[src/rtl/ss_bus_sequencer.sv]
// Savestate bus master: walks every bus address, reading slaves into a save stream
// or writing a load stream into slaves, holding each access for a fixed settle window.
package ss_addresses;
  localparam int SS_DATA_WIDTH = 64;
  localparam int SS_BUS_WIDTH  = 8;
endpackage

module ss_bus_sequencer
  import ss_addresses::*;
#(
  parameter int                      ADDRESS_END   = 64,
  parameter int                      SETTLE_CYCLES = 10,
  parameter logic [SS_BUS_WIDTH-1:0] IDLE_ADDR     = '1
) (
  input  logic                     clk,
  input  logic                     reset_n,
  input  logic                     start_save,
  input  logic                     start_load,
  input  logic                     abort,
  output logic                     busy,
  output logic                     done,
  output logic [SS_DATA_WIDTH-1:0] save_data,
  output logic                     save_valid,
  input  logic                     save_ready,
  input  logic [SS_DATA_WIDTH-1:0] load_data,
  input  logic                     load_valid,
  output logic                     load_ready,
  output logic [SS_BUS_WIDTH-1:0]  ss_bus_addr,
  output logic                     ss_bus_wren,
  output logic [SS_DATA_WIDTH-1:0] ss_bus_wdata,
  input  logic [SS_DATA_WIDTH-1:0] ss_bus_rdata,
  output logic [2:0]               dbg_state
);

  typedef enum logic [2:0] {
    ST_IDLE        = 3'd0,
    ST_SAVE_SETTLE = 3'd1,
    ST_SAVE_PUSH   = 3'd2,
    ST_LOAD_WAIT   = 3'd3,
    ST_LOAD_SETTLE = 3'd4
  } state_t;

  localparam logic [SS_BUS_WIDTH-1:0] LAST_ADDR = SS_BUS_WIDTH'(ADDRESS_END - 1);
  localparam logic [7:0]              CNT_INIT  = 8'(SETTLE_CYCLES - 1);

  state_t                   state_q, state_d;
  logic [SS_BUS_WIDTH-1:0]  addr_q, addr_d;
  logic [7:0]               cnt_q, cnt_d;
  logic [SS_DATA_WIDTH-1:0] save_data_q, save_data_d;
  logic [SS_DATA_WIDTH-1:0] wdata_q, wdata_d;
  logic                     done_q, done_d;

  always_ff @(posedge clk or negedge reset_n) begin
    if (!reset_n) begin
      state_q     <= ST_IDLE;
      addr_q      <= '0;
      cnt_q       <= '0;
      save_data_q <= '0;
      wdata_q     <= '0;
      done_q      <= 1'b0;
    end else begin
      state_q     <= state_d;
      addr_q      <= addr_d;
      cnt_q       <= cnt_d;
      save_data_q <= save_data_d;
      wdata_q     <= wdata_d;
      done_q      <= done_d;
    end
  end

  // Streams use strict valid/ready: a word moves on a cycle where both are high;
  // valid (save side) and ready (load side) are decoded from state and never drop
  // until that transfer happens, except on abort or reset.
  always_comb begin
    state_d     = state_q;
    addr_d      = addr_q;
    cnt_d       = cnt_q;
    save_data_d = save_data_q;
    wdata_d     = wdata_q;
    done_d      = 1'b0;
    case (state_q)
      ST_IDLE: begin
        if (start_save) begin
          state_d = ST_SAVE_SETTLE;
          addr_d  = '0;
          cnt_d   = CNT_INIT;
        end else if (start_load) begin
          state_d = ST_LOAD_WAIT;
          addr_d  = '0;
        end
      end
      ST_SAVE_SETTLE: begin
        if (cnt_q == 8'd0) begin
          save_data_d = ss_bus_rdata;
          state_d     = ST_SAVE_PUSH;
        end else begin
          cnt_d = cnt_q - 8'd1;
        end
      end
      ST_SAVE_PUSH: begin
        if (save_ready) begin
          if (addr_q == LAST_ADDR) begin
            state_d = ST_IDLE;
            done_d  = 1'b1;
          end else begin
            addr_d  = addr_q + 1'b1;
            cnt_d   = CNT_INIT;
            state_d = ST_SAVE_SETTLE;
          end
        end
      end
      ST_LOAD_WAIT: begin
        if (load_valid) begin
          wdata_d = load_data;
          cnt_d   = CNT_INIT;
          state_d = ST_LOAD_SETTLE;
        end
      end
      ST_LOAD_SETTLE: begin
        if (cnt_q == 8'd0) begin
          if (addr_q == LAST_ADDR) begin
            state_d = ST_IDLE;
            done_d  = 1'b1;
          end else begin
            addr_d  = addr_q + 1'b1;
            state_d = ST_LOAD_WAIT;
          end
        end else begin
          cnt_d = cnt_q - 8'd1;
        end
      end
      default: state_d = ST_IDLE;
    endcase
    if (abort && (state_q != ST_IDLE)) begin
      state_d = ST_IDLE;
      done_d  = 1'b0;
    end
  end

  // Outputs depend on registers only; LOAD_WAIT parks on IDLE_ADDR so every write
  // presents a fresh address edge to the slaves.
  assign busy         = (state_q != ST_IDLE);
  assign done         = done_q;
  assign save_valid   = (state_q == ST_SAVE_PUSH);
  assign load_ready   = (state_q == ST_LOAD_WAIT);
  assign ss_bus_wren  = (state_q == ST_LOAD_SETTLE);
  assign ss_bus_addr  = ((state_q == ST_SAVE_SETTLE) || (state_q == ST_SAVE_PUSH) ||
                         (state_q == ST_LOAD_SETTLE)) ? addr_q : IDLE_ADDR;
  assign save_data    = save_data_q;
  assign ss_bus_wdata = wdata_q;
  assign dbg_state    = state_q;

endmodule

[config.mk]
export PLATFORM = sky130hd
export DESIGN_NAME = ss_bus_sequencer
export DESIGN_NICKNAME = d
export VERILOG_FILES = /design/src/rtl/ss_bus_sequencer.sv
export SDC_FILE = /design/constraint.sdc
export NUM_CORES = 1
export LEC_CHECK = 0
export CELL_PAD_IN_SITES_DETAIL_PLACEMENT = 2
export CELL_PAD_IN_SITES_GLOBAL_PLACEMENT = 2
export CORE_ASPECT_RATIO = 0.8
export CORE_MARGIN = 2
export CORE_UTILIZATION = 28
export CTS_BUF_LIST = sky130_fd_sc_hd__clkbuf_2
export CTS_CLUSTER_DIAMETER = 50
export DETAILED_ROUTE_END_ITERATION = 7
export PLACE_DENSITY_LB_ADDON = 0.1
export SKIP_CTS_REPAIR_TIMING = 1
export SLEW_MARGIN = 10
export SYNTH_ARGS = -nofsm -noshare
export SYNTH_HDL_FRONTEND = slang
export SYNTH_SLANG_ARGS = --single-unit
[constraint.sdc]
create_clock -name clk -period 2.7 [get_ports clk]
set_clock_uncertainty 0.15 [all_clocks]
set_input_delay 0.27 -clock clk [delete_from_list [all_inputs] [get_ports clk]]
set_output_delay 0.27 -clock clk [all_outputs]
set_load 0.02 [all_outputs]
==> results.cfg, run 1 <==
[critical_path]
slowest_delay_ns = 0.49
critPathMaxFanout = 39
cp-start-kind = flop
required_ns = 3.16
slowest_stage = or4b_4
worst_setup_path_end_kind = flop
arrival_ns = 3.03
worstPathCellList = inv_1 > ha_1 > or4b_4 > nor4_4 > buf_4 > nand3_4 > buf_12 > mux2_4
cp_top_family = simple AND/OR/NAND/NOR gates
critPathKind = reg2reg
path_buf_inv = 3

[timing]
hold_viol = 0
relSlewSlack_pct = 61.13
worst_pin_slew_ns = 0.5830
postLayoutSetupSlackWorst_ns = 0.1350
fin_setup_tns_ns = 0
hold_ws_ns = 0.08275
post-route-min-period_ns = 2.565
finalCritPeriodShare_pct = 95.00
setup_viol = 0
slew_viol_final = 0
max_freq_mhz = 389.9

[cts]
cts_tree = built
clock-root-buffer = clkbuf_2
cts-buffers-inserted = 17
htreeDepth = 4
clk_pin_slew_ns = 0.23
cts_buffer_depth = 2
insertion_delay_ns = 0.71
cts_num_sinks = 148

[finish]
area_growth_pct = 75.57
layout_commonest_cell = clkdlybuf4s50_1
layout-drive-gt1-share_pct = 23.74
final_area_mm2 = 0.01123
layout_common_cells = clkdlybuf4s50_1, dfrtp_1, dlygate4sd3_1
post-route-util_pct = 50.04
fillers = 2169
nets = 1001
stdcell_count = 1184

[logic_synthesis]
synth_ff_type = dfrtp_1
netlist_area_mm2 = 0.006396
synth_nets = 569
synth_enable_flop_cells = 0
ys_seq_elements = 148
synth_async_sr_flop_share_pct = 100.0
avgSynthCellArea_um2 = 14.84
yosysWarnings = 0
ys_seq_area_share_pct = 57.90
ys_types = 48
synthCells = 431

[placed_design]
globalplace.congestion = 0.7761
post-place-ws_ns = 0.1179
placed_cell_area_mm2 = 0.009557
numPortBuffers = 278
place_hpwl_mm = 15.89
dp.cells = 1012

[die]
rows = 49
dieArea_mm2 = 0.02408
fp.dieH_um = 139.2
core_area_mm2 = 0.02244
start_util_pct = 28.50
num_io_pins = 279
die_w_um = 173.0

[hold_path]
hold_class = in2reg

[global_route]
grt_pass1_vias = 5524
grt_usage_pct = 17.96
overflow = 0
antenna_found_initial = 2
grt_pass1_wl_mm = 33.48
grt_max_degree = 75

[power_and_ir_drop]
p_comb_share_pct = 55.6
p_sw_mw = 5.053
ir_worst_vdd_v = 0.0004721
p_leak_nw = 5.031
seq_power_share_pct = 32.6
switching_share_pct = 40.68
power.total_mw = 12.42
pwr-share-clk_pct = 11.9
p_per_area_mw_per_mm2 = 1106
intPower_mw = 7.367

[route]
first_pass_iters = 4
ant_nets = 0
drc_errors = 0
wl_met1_mm = 10.53
route.met3.wl_mm = 1.619
drt_iter0_markers = 192
post_drt_via_cell_ratio = 4.561
routed-wl-met2_mm = 14.11
vias = 5400
detail_route.wl_per_cell_um = 22.66
drt_wl_total_mm = 26.83
dr.max_layer_used = met4

[status]
outcome = completed

[job]
max_cap_violations = 0
==> cell families after synthesis <==
| kind of cell | Yosys count | share of synthesized area, % |
|---|---|---|
| buffers and inverters | 23 | 2.719 |
| adder cells (fa/ha/maj) | 4 | 0.7434 |
| AND/OR/NAND/NOR | 79 | 7.453 |
| XOR/XNOR | 1 | 0.1370 |
| multiplexers | 129 | 26.23 |
| AO/OA/AOI/OAI | 47 | 4.813 |
| flip-flops | 148 | 57.90 |
==> metal layers <==
layer  vias up  global-route usage (%)
met5         -                       0
met4         0                   6.200
met3        28                   6.963
met2       200                   30.21
met1      2764                   20.98
li1       2408                       -
==> worst register-to-register path: cells and delay by family, from the launching register on <==
family	cells	cell delay [ns]
buffers and inverters	3	0.53
and+or+nand+nor	3	0.81
adders and majority gates	1	0.16
muxes	1	0.38
DFF	1	0.45
==> cell type report <==
type | count | area, µm² | share of cell area [%]
clock buffers | 19 | 95.09 | 0.8468
diodes | 2 | 5.005 | 0.04457
inverters | 6 | 22.52 | 0.2006
well taps | 306 | 382.9 | 3.409
clock inverters | 13 | 171.4 | 1.526
multi-input cells | 260 | 2554 | 22.74
flip-flops and latches | 148 | 3707 | 33.01
repair buffers | 430 | 4292 | 38.22
==> sequential cells by signal, summed over array words and instances (netlist names) <==
signal        count
dbg_state         3
cnt_q             8
addr_q            8
ss_bus_wdata     64
save_data        64
done              1
==> worst paths after layout <==
kind,from,endpoint,slack [ns],cells past startpoint
min in group asynchronous,reset_n,save_data[52],0.48,4
worst max-delay path,cnt_q[0],save_data[30],0.13,8
worst min register to register,save_data[0],save_data[0],0.39,1
worst max register to register,cnt_q[0],save_data[30],0.13,8
max in group asynchronous,reset_n,save_data[20],1.46,4
worst min-delay path,load_data[13],ss_bus_wdata[13],0.08,2
==> cell usage after synthesis, types with 3 or more instances <==
| cell | instances | area, µm² |
|---|---|---|
| a211o_1 | 3 | 26.28 |
| a21oi_1 | 12 | 60.06 |
| and3_1 | 9 | 56.30 |
| buf_6 | 9 | 101.4 |
| clkbuf_1 | 6 | 22.52 |
| dfrtp_1 | 148 | 3704 |
| ha_1 | 3 | 37.54 |
| inv_1 | 6 | 22.52 |
| mux2_2 | 69 | 777.0 |
| mux2_4 | 60 | 900.9 |
| nand2_1 | 10 | 37.54 |
| nand2b_1 | 10 | 62.56 |
| nand3_1 | 6 | 30.03 |
| nand3b_1 | 3 | 22.52 |
| nor2_1 | 16 | 60.06 |
| nor2b_1 | 3 | 18.77 |
| nor3_1 | 3 | 15.01 |
| o21ai_0 | 16 | 80.08 |
| o31ai_1 | 3 | 22.52 |
==> power groups by stage <==
stage	combinational (mW)	clock, mW	sequential, mW
after floorplan	2.24	0	5.08
after global placement	6.44	0	3.90
after detailed placement	6.59	0	3.98
after CTS	6.61	1.52	3.96
after global routing	7.29	1.64	4.17
final	6.90	1.47	4.04
No activity file was read; power rests on OpenSTA's default activity.
==> run 2: changes to the inputs <==
--- a/config.mk
+++ b/config.mk
@@ -5,6 +5,7 @@
 export SDC_FILE = /design/constraint.sdc
 export NUM_CORES = 1
 export LEC_CHECK = 0
+export CAP_MARGIN = 10
 export CELL_PAD_IN_SITES_DETAIL_PLACEMENT = 2
 export CELL_PAD_IN_SITES_GLOBAL_PLACEMENT = 2
 export CORE_ASPECT_RATIO = 0.8
==> results of run 2 <==
Final layout, timing and power as in run 1 (identical DEF).
